$ cat src/rtl/ps2_host_tx.sv
// PS/2 host-to-device transmitter: inhibits the bus, issues a request-to-send and clocks one command byte out to the device.
// Optional watchdog abort on a silent device is built when PS2_TX_TIMEOUT_EN is defined.
module ps2_host_tx #(
   parameter int INHIBIT_CYCLES = 5000,
   parameter int TIMEOUT_CYCLES = 1000000
) (
   input  logic       clk,
   input  logic       reset,
   input  logic       start,
   input  logic [7:0] din,
   input  logic       ps2_c,
   input  logic       ps2_d,
   output logic       ps2_c_oe,
   output logic       ps2_d_oe,
   output logic       busy,
   output logic       done,
   output logic       ack_err,
   output logic       timeout
);

   localparam int CW = $clog2(INHIBIT_CYCLES + 1);

   typedef enum logic [2:0] {IDLE, INHIBIT, REQ, SEND, ACK, WAIT_IDLE} state_t;

   state_t        state_reg, state_next;
   logic [CW-1:0] cnt_reg, cnt_next;
   logic [9:0]    shift_reg, shift_next;
   logic [3:0]    bitcnt_reg, bitcnt_next;
   logic          c_oe_reg, c_oe_next;
   logic          d_oe_reg, d_oe_next;
   logic          busy_reg, busy_next;
   logic          done_reg, done_next;
   logic          ack_err_reg, ack_err_next;
   logic          flag_reg, flag_next;
   logic          c_meta_reg, c_sync_reg, c_prev_reg;
   logic          d_meta_reg, d_sync_reg;
   logic          fall;

`ifdef PS2_TX_TIMEOUT_EN
   localparam int WW = $clog2(TIMEOUT_CYCLES + 1);
   logic [WW-1:0] wd_reg, wd_next;
   logic          timeout_reg, timeout_next;
`endif

   assign fall = c_prev_reg & ~c_sync_reg;

   always_ff @(posedge clk or negedge reset) begin
      if (!reset) begin
         // Idle bus level is high, so the synchronisers start there to avoid a false fall.
         c_meta_reg  <= 1'b1;
         c_sync_reg  <= 1'b1;
         c_prev_reg  <= 1'b1;
         d_meta_reg  <= 1'b1;
         d_sync_reg  <= 1'b1;
         state_reg   <= IDLE;
         cnt_reg     <= '0;
         shift_reg   <= '0;
         bitcnt_reg  <= '0;
         c_oe_reg    <= 1'b0;
         d_oe_reg    <= 1'b0;
         busy_reg    <= 1'b0;
         done_reg    <= 1'b0;
         ack_err_reg <= 1'b0;
         flag_reg    <= 1'b0;
`ifdef PS2_TX_TIMEOUT_EN
         wd_reg      <= '0;
         timeout_reg <= 1'b0;
`endif
      end else begin
         c_meta_reg  <= ps2_c;
         c_sync_reg  <= c_meta_reg;
         c_prev_reg  <= c_sync_reg;
         d_meta_reg  <= ps2_d;
         d_sync_reg  <= d_meta_reg;
         state_reg   <= state_next;
         cnt_reg     <= cnt_next;
         shift_reg   <= shift_next;
         bitcnt_reg  <= bitcnt_next;
         c_oe_reg    <= c_oe_next;
         d_oe_reg    <= d_oe_next;
         busy_reg    <= busy_next;
         done_reg    <= done_next;
         ack_err_reg <= ack_err_next;
         flag_reg    <= flag_next;
`ifdef PS2_TX_TIMEOUT_EN
         wd_reg      <= wd_next;
         timeout_reg <= timeout_next;
`endif
      end
   end

   always_comb begin
      state_next   = state_reg;
      cnt_next     = cnt_reg;
      shift_next   = shift_reg;
      bitcnt_next  = bitcnt_reg;
      d_oe_next    = d_oe_reg;
      busy_next    = busy_reg;
      flag_next    = flag_reg;
      done_next    = 1'b0;
      ack_err_next = 1'b0;
`ifdef PS2_TX_TIMEOUT_EN
      wd_next      = wd_reg;
      timeout_next = 1'b0;
`endif
      case (state_reg)
         IDLE: begin
            if (start) begin
               state_next = INHIBIT;
               shift_next = {1'b1, ~^din, din};
               cnt_next   = '0;
               busy_next  = 1'b1;
               flag_next  = 1'b0;
               d_oe_next  = 1'b0;
            end
         end
         INHIBIT: begin
            if (cnt_reg == CW'(INHIBIT_CYCLES - 1)) begin
               state_next = REQ;
               d_oe_next  = 1'b1;
            end else begin
               cnt_next = cnt_reg + CW'(1);
            end
         end
         REQ: begin
            state_next  = SEND;
            bitcnt_next = '0;
`ifdef PS2_TX_TIMEOUT_EN
            wd_next     = '0;
`endif
         end
         SEND: begin
            // The stop bit in shift[0] at the tenth fall releases the data line.
            if (fall) begin
               d_oe_next   = ~shift_reg[0];
               shift_next  = {1'b0, shift_reg[9:1]};
               bitcnt_next = bitcnt_reg + 4'd1;
               if (bitcnt_reg == 4'd9) state_next = ACK;
            end
         end
         ACK: begin
            if (fall) begin
               flag_next  = d_sync_reg;
               state_next = WAIT_IDLE;
            end
         end
         WAIT_IDLE: begin
            if (c_sync_reg && d_sync_reg) begin
               state_next   = IDLE;
               done_next    = 1'b1;
               ack_err_next = flag_reg;
               busy_next    = 1'b0;
            end
         end
         default: state_next = IDLE;
      endcase
`ifdef PS2_TX_TIMEOUT_EN
      if (state_reg == SEND || state_reg == ACK) begin
         if (fall) begin
            wd_next = '0;
         end else if (wd_reg == WW'(TIMEOUT_CYCLES - 1)) begin
            state_next   = IDLE;
            d_oe_next    = 1'b0;
            done_next    = 1'b1;
            timeout_next = 1'b1;
            busy_next    = 1'b0;
            flag_next    = 1'b0;
         end else begin
            wd_next = wd_reg + WW'(1);
         end
      end
`endif
      c_oe_next = (state_next == INHIBIT) || (state_next == REQ);
   end

   assign ps2_c_oe = c_oe_reg;
   assign ps2_d_oe = d_oe_reg;
   assign busy     = busy_reg;
   assign done     = done_reg;
   assign ack_err  = ack_err_reg;
`ifdef PS2_TX_TIMEOUT_EN
   assign timeout  = timeout_reg;
`else
   // Constant 0; the expression keeps TIMEOUT_CYCLES referenced so both builds share one parameter list.
   assign timeout  = (TIMEOUT_CYCLES < 0);
`endif

endmodule

$ cat config.mk
export PLATFORM = sky130hd
export DESIGN_NAME = ps2_host_tx
export DESIGN_NICKNAME = d
export VERILOG_FILES = /design/src/rtl/ps2_host_tx.sv
export SDC_FILE = /design/constraint.sdc
export NUM_CORES = 1
export LEC_CHECK = 0
export CORE_ASPECT_RATIO = 2
export CORE_MARGIN = 1.5
export CORE_UTILIZATION = 56
export CTS_CLUSTER_DIAMETER = 30
export DETAILED_ROUTE_END_ITERATION = 10
export PLACE_DENSITY = 0.84
export SLEW_MARGIN = 20
export SYNTH_ARGS = -nofsm -noshare
export SYNTH_HDL_FRONTEND = slang
export SYNTH_SLANG_ARGS = --single-unit
export TNS_END_PERCENT = 5
$ cat constraint.sdc
create_clock -name clk -period 2.2 [get_ports clk]
set_clock_uncertainty 0.05 [all_clocks]
set_input_delay 0.44 -clock clk [delete_from_list [all_inputs] [get_ports clk]]
set_output_delay 0.44 -clock clk [all_outputs]
set_load 0.02 [all_outputs]
Word-level counts from Yosys, hierarchy flattened
Cells that the tools add are included.
Widths: inputs -> output; s select.
{"block": "word_totals", "regBits": 41, "latch_bits": 0, "ramBits": 0, "romBits": 0, "out_inout_bits": 6, "wordCells": 79, "mem_count": 0}
{"block": "classes", "addsub": 2, "multipliers": 0, "div_mod_pow": 0, "magnitude_cmp": 0, "eq_ne": 15, "shifts": 0, "n_mux": 28, "bitwise": 3, "reduce_logical": 16}
{"operator": "$mux 13", "count": 2}
{"operator": "$pmux 13 s2", "count": 1}
{"operator": "$mux 10", "count": 2}
{"operator": "$pmux 10 s2", "count": 1}
{"operator": "$mux 3", "count": 6}
{"operator": "$pmux 3 s6", "count": 1}
{"operator": "$add 13x1->13 const B", "count": 1}
{"operator": "$eq 13x13->1 const B", "count": 1}
{"operator": "$ne 2x2->1 const B", "count": 6}
{"operator": "$reduce_and 3->1", "count": 4}
{"operator": "$mux 1", "count": 10}
{"operator": "$reduce_bool 2->1", "count": 5}
{"operator": "$eq 3x2->1 const B", "count": 3}
{"operator": "$pmux 4 s2", "count": 1}
{"operator": "$reduce_xnor 8->1", "count": 1}
{"operator": "$eq 3x1->1 const B", "count": 2}
{"operator": "$eq 3x3->1 const B", "count": 2}
{"operator": "$add 4x1->4 const B", "count": 1}
{"operator": "$eq 4x4->1 const B", "count": 1}
{"operator": "$mux 4", "count": 1}
{"operator": "$pmux 1 s2", "count": 2}
{"operator": "$reduce_and 4->1", "count": 1}
{"operator": "$logic_not 3->1", "count": 1}
{"operator": "$pmux 1 s3", "count": 1}
{"operator": "other kinds (6)", "count": 7}

Logic depth before layout (Yosys ltp)
{"block": "depth", "depth_word": 6, "mapped_depth": 7}

Least setup slack after synthesis
No wires, ideal clock.
{"block": "synth_path", "kind": "register to register", "startpoint": "register state_reg[2]", "endpoint": "register cnt_reg[12]", "setup_ns": 0.078, "arrival_ns": 1.695, "t_required_ns": 2.072, "setup_slack_ns": 0.376, "stages_incl_launch_ff": 7, "path_buffers": 1, "period_less_slack_ns": 1.824, "path_cell_list": "dfrtp_1 > or4b_1 > buf_2 > nand4_4 > nand4_1 > or3_1 > a21oi_1"}
{"block": "synth_via", "elab_chain_cells": 3, "word_cells_on_any_way": 7, "classes_between": "eq/ne: 3; mux: 1; reduce/logical: 3"}
{"item": "start, declared", "line_no": "25", "source": "state_t state_reg, state_next;"}
{"item": "start signal, assigned", "line_no": "75", "source": "state_reg <= state_next;"}
{"item": "$eq 3x1->1 or $logic_not 3->1 (tied branches)", "line_no": "106", "source": "case (state_reg)"}
{"item": "$ne 2x2->1 (no line) or $reduce_bool 2->1 (tied branches)"}
{"item": "$reduce_and 3->1 (no line)"}
{"item": "end signal, assigned", "line_no": "76", "source": "cnt_reg <= cnt_next;"}
{"item": "end, declared", "line_no": "26", "source": "logic [CW-1:0] cnt_reg, cnt_next;"}
Several ways; a longest one is shown, not always the timed one.
A chain may end at the register's enable or synchronous reset.

Worst setup path in the final report
{"block": "layout_path", "startpoint": "input port start", "endpoint": "register cnt_reg[12]"}
{"block": "layout_via", "elab_chain_cells": 2}
{"item": "start, declared", "line_no": "9", "source": "input logic start,"}
{"item": "$ne 2x2->1 (no line)"}
{"item": "$reduce_and 3->1 (no line)"}
Every way passes these cells.

==> metrics.txt <==
Crit. path cell count 6; Max Root-Sink Buffers 2; multi-input gate area in the final layout ~960 um^2; DIE HEIGHT slightly below 90 um; Worst Path Buf+Inv 1; GR Overflow Total 0; Mean Syn Cell Area approximately 10 um^2; Place WS -83.22 ps; Port-buffer cells 17; Detailed Place HPWL 3.042 mm; Reg area ~1000 um^2; vias per inst between 5 and 6; syn nets around 220; Post-synth top flop dfrtp_1; Iteration-0 DRC Markers 35; Final ANT Viol Nets 0; Final Hold Fails 0; vias in the first global route 1572; Initial Utilization 0.5771; Startpoint Class primary input; reg2reg start cnt_reg[3]$_DFFE_PN0P_; wire per inst roughly 15 um; Pre-Repair DR Iteration Count 4; outcome completed; area share of the largest cell type after synthesis 0.4374; antenna violations before repair 0; CP arrival approximately 2200 ps; Post-CTS Repair Setup Buffers 0; Routed WL roughly 4.2 mm; Rel. slew slack 0.5480; sequential element share of the synthesized area 0.5012; Worst Hold Class in2async; critical path capture point type flop; worst setup margin around 190 ps; area grow syn2layout 18.77%; Worst EP required ~2400 ps; CTS Hold Bufs 0; flops & latches, synth 41; endpoints failing setup 0; worst vdd ir between 0.0004 and 0.0005 V; core area 3568 um^2; crit path from start; Top delay family on crit path simple AND/OR/NAND/NOR gates; CTS Buf Count 5; clock latency on the worst-skew pair roughly 300 ps; Max Fanout on Critical Path 3; largest net degree at the start of global routing 23; Final period util 0.9138; global-route usage over all layers 0.2369; die footprint 4072 um^2; first-pass GRT wire length roughly 7.0 mm; Tmin final around 2000 ps; CP Cell Sequence clkdlybuf4s50_1 -> or4b_1 -> nand4_4 -> nand4_1 -> or3_1 -> a21oi_1; slowest stage delay, CP 520 ps; cell chosen for the clock root clkbuf_8; CTS Sinks between 40 and 50; unrepaired setup endpoints after global routing no; # resized after CTS 0; ys async rst share 1.000; share of cells above drive strength 1 0.1304; vias 1601; Cell Area, Synth between 2000 and 2500 um^2; slowest CP cell or4b_1; Synth Instances between 200 and 250; diode count 0; most frequent cell after synthesis dfrtp_1; number of primary I/O pins 19; Synth area leader dfrtp_1; DRC 0; clk slew on worst S/H paths about 80 ps; # fillers between 200 and 300; largest cells by area after synthesis dfrtp_1 44%, dfstp_2 6.4%, mux2i_1 5.3%; r2r worst-path depth 6; Setup Crit Path Kind in2reg; # rows 31; pwr/cell area around 640 nW/um^2; Placer Congestion about 0.9; CTS tree yes; # nets final roughly 250; Synth warnings 0; fmax approximately 500 MHz; chip width between 40 and 50 um; # Max-Cap Violations 0; worst-margin pin slew roughly 670 ps; Slew Viols, Final 0; Static Leak between 1 and 1.5 nW; commonest cells in the netlist 36 x dfrtp_1, 22 x nor2_1, 21 x nand2_1; Largest register FFs 13; synth unique cells 44; number of synthesized flops with an enable pin 0; CTS H-tree depth 2; Overall Power 1.561 mW
-- placed cells by master (no fill, tap or decap), types with 3 or more instances in the layout --
| master | n |
|---|---|
| o21ai_0 | 7 |
| xnor2_1 | 8 |
| nand2_1 | 21 |
| dfstp_2 | 5 |
| nor2_1 | 22 |
| clkbuf_8 | 6 |
| xor2_1 | 7 |
| dfrtp_1 | 36 |
| buf_4 | 10 |
| nand2b_1 | 4 |
| a21oi_1 | 14 |
| nand4_1 | 5 |
| nand3_1 | 9 |
| mux2i_1 | 11 |
| nor3_1 | 3 |
| and3_1 | 5 |
| ha_1 | 3 |
| clkdlybuf4s50_1 | 16 |
-- stage by stage --
| step | TNS (ps) | instance area [um^2] | util | cells | hold slack [ps] |
|---|---|---|---|---|---|
| 3_3_place_gp | -152.6 | 2326 | 0.6518 | 271 | 295.4 |
| 6_report | 0 | 2446 | 0.6855 | 279 | 56.17 |
| 2_1_floorplan | 0 | 2059 | - | 205 | 94.41 |
| 3_5_place_dp | -230.6 | 2326 | 0.6518 | 271 | 297.2 |
| 4_1_cts | 0 | 2446 | 0.6855 | 279 | 63.01 |
| 5_1_grt | 0 | 2446 | 0.6855 | 279 | 86.16 |
-- worst reg2reg max path, cell delays in order, from the launching register on --
cell,delay (ps)
dfrtp_1,430
nor4_1,600
nand4_4,150
buf_4,200
and4b_1,200
xnor2_1,160
nor2_1,60
-- layer usage --
metal	wire [um]	vias up	GRT usage
li1	-	766	-
met1	1527	796	0.2363
met2	2463	26	0.4293
met3	97	13	0.03878
met4	148	0	0.1377
met5	0	-	0
-- worst paths after layout --
kind / to / slack, ps
worst max-delay path: cnt_reg[12]$_DFFE_PN0P_ / 190
worst min-delay path: shift_reg[6]$_DFFE_PN0P_ / 60
worst max register to register: cnt_reg[9]$_DFFE_PN0P_ / 240
worst min register to register: d_sync_reg$_DFF_PN1_ / 310
max in group asynchronous: d_sync_reg$_DFF_PN1_ / 1490
min in group clk: d_sync_reg$_DFF_PN1_ / 310
-- report_power, final --
group,internal (mW),switching [mW]
Combinational,0.0613,0.0581
Sequential,0.784,0.0284
Clock,0.369,0.261
Total,1.21,0.347
-- logic make-up (layout without fill, tap and decap cells) --
family	after synthesis	count (layout)	synth area share
simple gates	87	87	0.2272
mux	11	11	0.05347
buf+inv	13	38	0.03037
xor+xnor	15	15	0.06379
other cells	1	1	0.001821
fa+ha+maj	3	3	0.01823
compound gates	34	34	0.1039
flops	41	41	0.5012
-- final cells by class --
class | instances | area share
clock buffers | 6 | 0.03376
clock inverters | 2 | 0.01535
inverters | 2 | 0.003069
multi-input cells | 151 | 0.3944
flip-flops and latches | 41 | 0.4220
well taps | 49 | 0.02506
repair buffers | 28 | 0.1064
No activity file was read; power rests on OpenSTA's default activity.
